--- config.mk ---
export PLATFORM = sky130hd
export DESIGN_NAME = data_memory_arbiter
export DESIGN_NICKNAME = d
export VERILOG_FILES = /design/src/rtl/data_memory_arbiter.sv
export SDC_FILE = /design/constraint.sdc
export NUM_CORES = 1
export LEC_CHECK = 0
export BUFFER_PORTS_ARGS = -buffer_cell sky130_fd_sc_hd__buf_2
export CORE_AREA = 4 4 125 127
export CTS_BUF_LIST = sky130_fd_sc_hd__clkbuf_4
export DETAILED_ROUTE_END_ITERATION = 12
export DIE_AREA = 0 0 129 131
export REMOVE_ABC_BUFFERS = 1
export SYNTH_ARGS = -nofsm -noshare
export SYNTH_HDL_FRONTEND = slang
export SYNTH_SLANG_ARGS = --single-unit
export TNS_END_PERCENT = 50
--- constraint.sdc ---
create_clock -name clock -period 2.8 [get_ports clock]
set_input_delay 0 -clock clock [delete_from_list [all_inputs] [get_ports clock]]
set_output_delay 0 -clock clock [all_outputs]
set_load 0.02 [all_outputs]
--- src/rtl/data_memory_arbiter.sv ---
`default_nettype none
// ============================================================================
//  Module      : data_memory_arbiter
//  Description : Shares the single-port data memory between the pipeline MEM
//                stage (priority owner) and an auxiliary requester. A
//                starvation counter forces an aux grant after STARVE_LIMIT
//                denied cycles, stalling the pipeline for that cycle. Aux read
//                data is returned registered with a one-cycle valid pulse.
//                Optional macro AUX_BURST_EN lets a forced aux episode retain
//                the port for up to BURST_LEN consecutive grants.
//  Revision    : 1.0 - initial release
// ============================================================================
module data_memory_arbiter #(
    parameter int DATA_WIDTH   = 32,
    parameter int ADDR_WIDTH   = 32,
    parameter int STARVE_LIMIT = 3,
    parameter int BURST_LEN    = 4
) (
    input  logic                  clock,
    input  logic                  resetMachine,
    // pipeline MEM stage
    input  logic                  pipeRead,
    input  logic                  pipeWrite,
    input  logic [ADDR_WIDTH-1:0] pipeAddress,
    input  logic [DATA_WIDTH-1:0] pipeWriteData,
    output logic [DATA_WIDTH-1:0] pipeReadData,
    output logic                  pipeStall,
    // auxiliary requester
    input  logic                  auxRequest,
    input  logic                  auxWrite,
    input  logic                  auxBurst,
    input  logic [ADDR_WIDTH-1:0] auxAddress,
    input  logic [DATA_WIDTH-1:0] auxWriteData,
    output logic                  auxGrant,
    output logic [DATA_WIDTH-1:0] auxReadData,
    output logic                  auxReadValid,
    // memory port
    output logic [ADDR_WIDTH-1:0] memAddress,
    output logic                  memEnableRead,
    output logic                  memEnableWrite,
    output logic [DATA_WIDTH-1:0] memDataIn,
    input  logic [DATA_WIDTH-1:0] memDataOut,
    // statistics
    output logic [31:0]           stallCycles
);

    localparam int c_WAIT_W = (STARVE_LIMIT > 0) ? $clog2(STARVE_LIMIT + 1) : 1;
    localparam logic [c_WAIT_W-1:0] c_STARVE_LIMIT = c_WAIT_W'(STARVE_LIMIT);

    typedef enum logic [0:0] {
        PIPE_PRIORITY = 1'b0,
        AUX_FORCED    = 1'b1
    } state_t;

    state_t                r_state;
    logic [c_WAIT_W-1:0]   r_waitCount;
    logic [DATA_WIDTH-1:0] r_auxReadData;
    logic                  r_auxReadValid;
    logic [31:0]           r_stallCycles;

    logic                  w_pipeActive;
    logic                  w_auxOwner;
    logic                  w_pipeStall;
    logic [c_WAIT_W-1:0]   w_waitNext;

    assign w_pipeActive = pipeRead | pipeWrite;
    // Aux owns the port when forced, or opportunistically when the pipe is idle.
    assign w_auxOwner   = auxRequest & ((r_state == AUX_FORCED) | ~w_pipeActive);
    assign w_pipeStall  = (r_state == AUX_FORCED) & auxRequest & w_pipeActive;
    assign w_waitNext   = r_waitCount + 1'b1;

    // Memory port steering from the current owner; idle port is driven to zero.
    always_comb begin
        memAddress     = '0;
        memDataIn      = '0;
        memEnableRead  = 1'b0;
        memEnableWrite = 1'b0;
        pipeReadData   = '0;
        if (w_auxOwner) begin
            memAddress     = auxAddress;
            memDataIn      = auxWriteData;
            memEnableRead  = ~auxWrite;
            memEnableWrite = auxWrite;
        end else begin
            pipeReadData = memDataOut;
            if (w_pipeActive) begin
                memAddress     = pipeAddress;
                memDataIn      = pipeWriteData;
                memEnableRead  = pipeRead;
                memEnableWrite = pipeWrite;
            end
        end
    end

`ifdef AUX_BURST_EN
    localparam int c_BURST_W = (BURST_LEN > 1) ? $clog2(BURST_LEN) : 1;
    localparam logic [c_BURST_W-1:0] c_BURST_LAST = c_BURST_W'(BURST_LEN - 1);

    logic [c_BURST_W-1:0] r_burstCount;

    // Arbitration FSM with starvation counter and burst retention.
    always_ff @(posedge clock or negedge resetMachine) begin
        if (!resetMachine) begin
            r_state      <= PIPE_PRIORITY;
            r_waitCount  <= '0;
            r_burstCount <= '0;
        end else begin
            case (r_state)
                PIPE_PRIORITY: begin
                    r_burstCount <= '0;
                    if (auxRequest && !w_auxOwner) begin
                        if (w_waitNext == c_STARVE_LIMIT) begin
                            r_state     <= AUX_FORCED;
                            r_waitCount <= '0;
                        end else begin
                            r_waitCount <= w_waitNext;
                        end
                    end else begin
                        r_waitCount <= '0;
                    end
                end
                AUX_FORCED: begin
                    r_waitCount <= '0;
                    // Stay forced only while the requester asks to keep the burst.
                    if (auxRequest && auxBurst && (r_burstCount < c_BURST_LAST)) begin
                        r_burstCount <= r_burstCount + 1'b1;
                    end else begin
                        r_state      <= PIPE_PRIORITY;
                        r_burstCount <= '0;
                    end
                end
                default: begin
                    r_state      <= PIPE_PRIORITY;
                    r_waitCount  <= '0;
                    r_burstCount <= '0;
                end
            endcase
        end
    end
`else
    logic w_unusedBurst;
    assign w_unusedBurst = auxBurst;

    // Arbitration FSM with starvation counter; one forced grant per episode.
    always_ff @(posedge clock or negedge resetMachine) begin
        if (!resetMachine) begin
            r_state     <= PIPE_PRIORITY;
            r_waitCount <= '0;
        end else begin
            case (r_state)
                PIPE_PRIORITY: begin
                    if (auxRequest && !w_auxOwner) begin
                        if (w_waitNext == c_STARVE_LIMIT) begin
                            r_state     <= AUX_FORCED;
                            r_waitCount <= '0;
                        end else begin
                            r_waitCount <= w_waitNext;
                        end
                    end else begin
                        r_waitCount <= '0;
                    end
                end
                AUX_FORCED: begin
                    // Leave after the grant, or immediately if the request vanished.
                    r_state     <= PIPE_PRIORITY;
                    r_waitCount <= '0;
                end
                default: begin
                    r_state     <= PIPE_PRIORITY;
                    r_waitCount <= '0;
                end
            endcase
        end
    end
`endif

    // Capture aux read data on the grant edge and raise a one-cycle valid.
    always_ff @(posedge clock or negedge resetMachine) begin
        if (!resetMachine) begin
            r_auxReadData  <= '0;
            r_auxReadValid <= 1'b0;
        end else begin
            r_auxReadValid <= w_auxOwner & ~auxWrite;
            if (w_auxOwner && !auxWrite) begin
                r_auxReadData <= memDataOut;
            end
        end
    end

    // Saturating count of stalled pipeline cycles.
    always_ff @(posedge clock or negedge resetMachine) begin
        if (!resetMachine) begin
            r_stallCycles <= '0;
        end else if (w_pipeStall && (r_stallCycles != 32'hFFFF_FFFF)) begin
            r_stallCycles <= r_stallCycles + 32'd1;
        end
    end

    assign auxGrant     = w_auxOwner;
    assign pipeStall    = w_pipeStall;
    assign auxReadData  = r_auxReadData;
    assign auxReadValid = r_auxReadValid;
    assign stallCycles  = r_stallCycles;

endmodule
`default_nettype wire

[Yosys cells after proc, flatten, opt, wreduce, memory -nomap -nowiden]
Cells that the tools add are included.
Storage, ports and cells
  register bits after elaboration: 68
  latch bits: 0
  memory bits (writable): 0
  ROM bits: 0
  input bits: 167
  output and inout bits: 165
  memories: 0
Operators by class
  add/subtract/negate cells: 2
  multipliers: 0
  divide/modulo/power cells: 0
  $lt $le $gt $ge: 0
  eq/ne operators: 2
  shifts and indexed selects: 0
  mux-type cells: 15
  bitwise operators: 9
  reductions and logical operators: 5
Operator list (number)
  two-way mux 32 bit: 5
  adder 32 x 1 -> 32 bit (second input constant): 1
  != test 32 bit (second input constant): 1
  two-way mux 1 bit: 6
  bitwise AND 1 bit: 4
  two-way mux 2 bit: 2
  one-hot mux 2 bit (2 select lines): 1
  logical AND 1 bit: 3
  NOT 1 bit: 3
  adder 2 x 1 -> 2 bit (second input constant): 1
  == test 2 bit (second input constant): 1
  logical NOT 1 bit: 2
  OR 1 bit: 2
  one-hot mux 1 bit (2 select lines): 1

[Longest topological paths before layout]
  depth after elaboration: 8
  gate-level depth with buffers: 6
  depth with buffers taken out: 6

[Least setup slack after synthesis]
No wires, ideal clock.
  kind: flip-flop to flip-flop
  start point: register r_stallCycles[15] (netlist: stallCycles[15])
  end point: register r_stallCycles[29] (netlist: stallCycles[29])
  data arrival time: 1921 ps
  setup slack: 751 ps
  cell stages (with the launch flop): 5
  path buffers: 0
  period minus slack after synthesis: 2049 ps
  cell sequence: dfrtp_1 -> nand3_2 -> or4_4 -> nor4b_1 -> mux2_1
Between the ends
  word-level cells in the longest chain between the ends: 2
  elaborated cells on any way between the ends: 3
RTL lines
  start, declared: line 59  | logic [31:0] r_stallCycles;
  start signal, assigned: line 195  | r_stallCycles <= r_stallCycles + 32'd1;
  branches (longest 2 deep; another with adder 32 x 1 -> 32 bit)
Several ways; the timed one is not identified.
A chain may end at the register's enable or synchronous reset.

[Worst setup path after layout]
  start point: register r_state
  end point: output port memDataIn[29]
Between the ends
  word-level cells in the longest chain between the ends: 3
RTL lines
  start, declared: line 55  | state_t r_state;
  start signal, assigned: line 147  | r_state <= PIPE_PRIORITY;
  start signal, assigned: line 154  | r_state <= AUX_FORCED;
  start signal, assigned: line 165  | r_state <= PIPE_PRIORITY;
  OR 1 bit: line 68  | assign w_auxOwner = auxRequest & ((r_state == AUX_FORCED) | ~w_pipeActive);
  bitwise AND 1 bit: line 68
  two-way mux 32 bit: line 79  | if (w_auxOwner) begin
  end, declared: line 41  | output logic [DATA_WIDTH-1:0] memDataIn,
Every way passes these cells.

==> flow_summary.json <==
{
  "grt_usage": 0.180,
  "ant_nets": 0,
  "die_area_sq_um": 16900,
  "via_per_inst": 4.77,
  "power.density_nw_per_um2": 462,
  "period_minus_slack_ps": 2610,
  "ios": 332,
  "p_seq_frac": 0.413,
  "grt_pass1_wl_mm": 23.4,
  "min_period_over_period": 0.931,
  "power.switching_mw": 1.03,
  "place_worst_setup_slack_ps": 603,
  "syn_to_final_growth_pct": 62.3,
  "clockBufferDepth": 2,
  "drt_first_pass_iters": 4,
  "syn_avg_cell_area_sq_um": 11.1,
  "synthMuxAreaShare": 0.104,
  "portBuffers": 330,
  "coreArea_sq_um": 14400,
  "syn-instance-count": 341,
  "place_congestion": 0.893,
  "grt_start_max_net_pins": 65,
  "drc": 0,
  "hpwl_mm": 13.1,
  "synth_xor_area_frac": 0.0671,
  "synth_fa_ha_area_frac": 0.00331,
  "fillers": 1431,
  "fp.dieW_microns": 129,
  "cp_data_arrival_time_ps": 2610,
  "rsz0062_at_grt": "no",
  "skew_ps": 12.4,
  "critPathLaunchType": "flop",
  "clockPowerShare": 0.230,
  "clk_pin_slew_worst_paths_ps": 130,
  "antenna_found_initial": 3,
  "post_cts_buffers": 0,
  "crit_type": "reg -> out",
  "ctsResizeCount": 0,
  "multi_input_area_sq_um": 2010,
  "dieHeight_microns": 131,
  "internal_power_mw": 1.81,
  "irDropWorstVdd_v": 0.000369,
  "clock_latency_ps": 430,
  "leakage_nw": 3.33,
  "cts_hold_buf": 34,
  "ys_seq_elements": 68,
  "cts.sinks": 68,
  "synth-compound-area-share": 0.171,
  "cts_buffers": 9,
  "worst_slew_pin_slew_ps": 745,
  "maxSlewViolCount": 0,
  "htree_levels": 3,
  "end_kind": "output port",
  "cts_tree": "yes",
  "synth_top_family_by_area": "simple AND/OR/NAND/NOR gates",
  "final_nets": 871,
  "fin_ws_ps": 192,
  "hp-class": "in -> async",
  "yosysUniqueCellTypes": 38,
  "maxCapViolations": 0,
  "grt_pass1_vias": 4203,
  "critPathMaxFanout": 41,
  "setup_viol": 0,
  "initial_utilization": 0.262,
  "worstPathRequired_ps": 2800,
  "drive_gt1_frac": 0.566,
  "drtIter0Drc": 153,
  "cts_root_buf": "clkbuf_4",
  "p_sw_frac": 0.362,
  "yosys_warnings": 0,
  "yosys.area_share.simple": 0.181,
  "wire_per_inst_microns": 18.2,
  "regArea_sq_um": 1700,
  "relSlewSlack": 0.501,
  "combPwrFrac": 0.357,
  "finalHoldViolations": 0,
  "syn_area_sq_um": 3780,
  "max_freq_mhz": 383,
  "wirelength_mm": 16.2,
  "num_rows": 44,
  "run_status": "finished, final reports clean",
  "hold-worst-slack_ps": 50.7,
  "yosysSeqAreaShare": 0.450,
  "grt.overflow.total": 0,
  "vias": 4266
}
==> sequential cells by signal (all words and copies together), names as in the netlist <==
register / count
stallCycles: 32
r_waitCount: 2
auxReadValid: 1
auxReadData: 32
r_state: 1
==> layout by cell type (no fill, tap or decap), types with 2 or more instances in the layout <==
cell type      instances
clkinvlp_4             2
and4_1                 2
dfrtp_1               68
or2_2                  2
dlygate4sd3_1         34
diode_2                3
nor3_1                 8
xnor2_1               17
inv_1                  3
and2_1                32
nor4_2                 3
mux2_2                34
xor2_1                12
clkbuf_4               9
buf_2                330
inv_6                  2
and3_1                 3
nor3b_1                3
nand2_1               15
nor4_1                 2
nor2_1                 8
a22o_1                64
nor3_2                 2
buf_4                  6
nor4b_1                3
nand3_1               13
nand4_1               11
==> power by group through the flow <==
| stage | sequential [mW] | clock (mW) | combinational [mW] |
|---|---|---|---|
| 6_report | 1.17 | 0.653 | 1.01 |
| 5_1_grt | 1.19 | 0.728 | 1.08 |
| 4_1_cts | 1.17 | 0.686 | 1.02 |
| 3_5_place_dp | 1.19 | 0 | 0.982 |
| 3_3_place_gp | 1.19 | 0 | 0.973 |
| 2_1_floorplan | 1.34 | 0 | 0.389 |
==> stage by stage <==
stage          cells  area (sq um)   util  TNS, ps  power [mW]
6_report         895          6140  0.426        0        2.84
5_1_grt          895          6140  0.426        0        3.00
4_1_cts          892          6140  0.425        0        2.88
3_5_place_dp     842          5650  0.392        0        2.17
3_3_place_gp     842          5650  0.392        0        2.16
2_1_floorplan    322          3710      -   -26750        1.73
==> synth_stat cells, drive strengths merged <==
cell     instances  area [sq um]
dfrtp           68          1700
a22o            64           561
mux2            35           394
and2            32           200
xnor2           17           149
nand2           15          56.3
clkbuf          14          52.6
nand3           14          75.1
nand4           12          90.1
xor2            12           105
nor3            10          60.1
nor2             9          33.8
buf              5          22.5
nor4             5          50.1
inv              4          15.0
and3             3          18.8
nor3b            3          22.5
nor4b            3          26.3
and4             2          17.5
o21ai            2          10.0
or2              2          12.5
a2111oi          1          27.5
a21o             1          7.51
a21oi            1          5.00
a31oi            1          6.26
ha               1          12.5
nand2b           1          6.26
o211ai           1          7.51
o31ai            1          21.3
or3              1          6.26
or4              1          11.3
==> final cells by class <==
type / count / area share
flip-flops and latches: 68 / 0.277
multi-input cells: 250 / 0.327
diodes: 3 / 0.00122
inverters: 4 / 0.00244
clock inverters: 7 / 0.0122
well taps: 184 / 0.0375
clock buffers: 9 / 0.0110
repair buffers: 370 / 0.332
==> final timing paths <==
| kind | from | to | slack (ps) | depth (start not counted) |
|---|---|---|---|---|
| setup / recovery | r_state | memDataIn[29] | 190 | 5 |
| hold / removal | resetMachine | auxReadData[10] | 50 | 2 |
| setup reg to reg | r_state | stallCycles[23] | 610 | 5 |
| hold reg to reg | r_waitCount[0] | r_state | 460 | 1 |
| max in group asynchronous | resetMachine | stallCycles[13] | 1740 | 3 |
| min in group clock | auxWrite | auxReadValid | 70 | 3 |
==> metal layers <==
layer / routed length, microns / up-vias / track usage
li1: - / 2010 / -
met1: 6380 / 2076 / 0.215
met2: 8450 / 163 / 0.324
met3: 1130 / 17 / 0.0382
met4: 285 / 0 / 0.0562
met5: 0 / - / 0
==> cell families after synthesis <==
family                   Yosys count
AND/OR/NAND/NOR                  113
AO/OA/AOI/OAI                     72
flip-flops                        68
multiplexers                      35
XOR/XNOR                          29
buffers and inverters             23
adder cells (fa/ha/maj)            1
==> worst max-delay path: stages, from the launching register on <==
cell and delay, ps:
dfrtp_1 470, o21ai_2 530, inv_2 450, buf_4 330, a22o_1 250, buf_2 160
(Power assumes the default switching activity.)
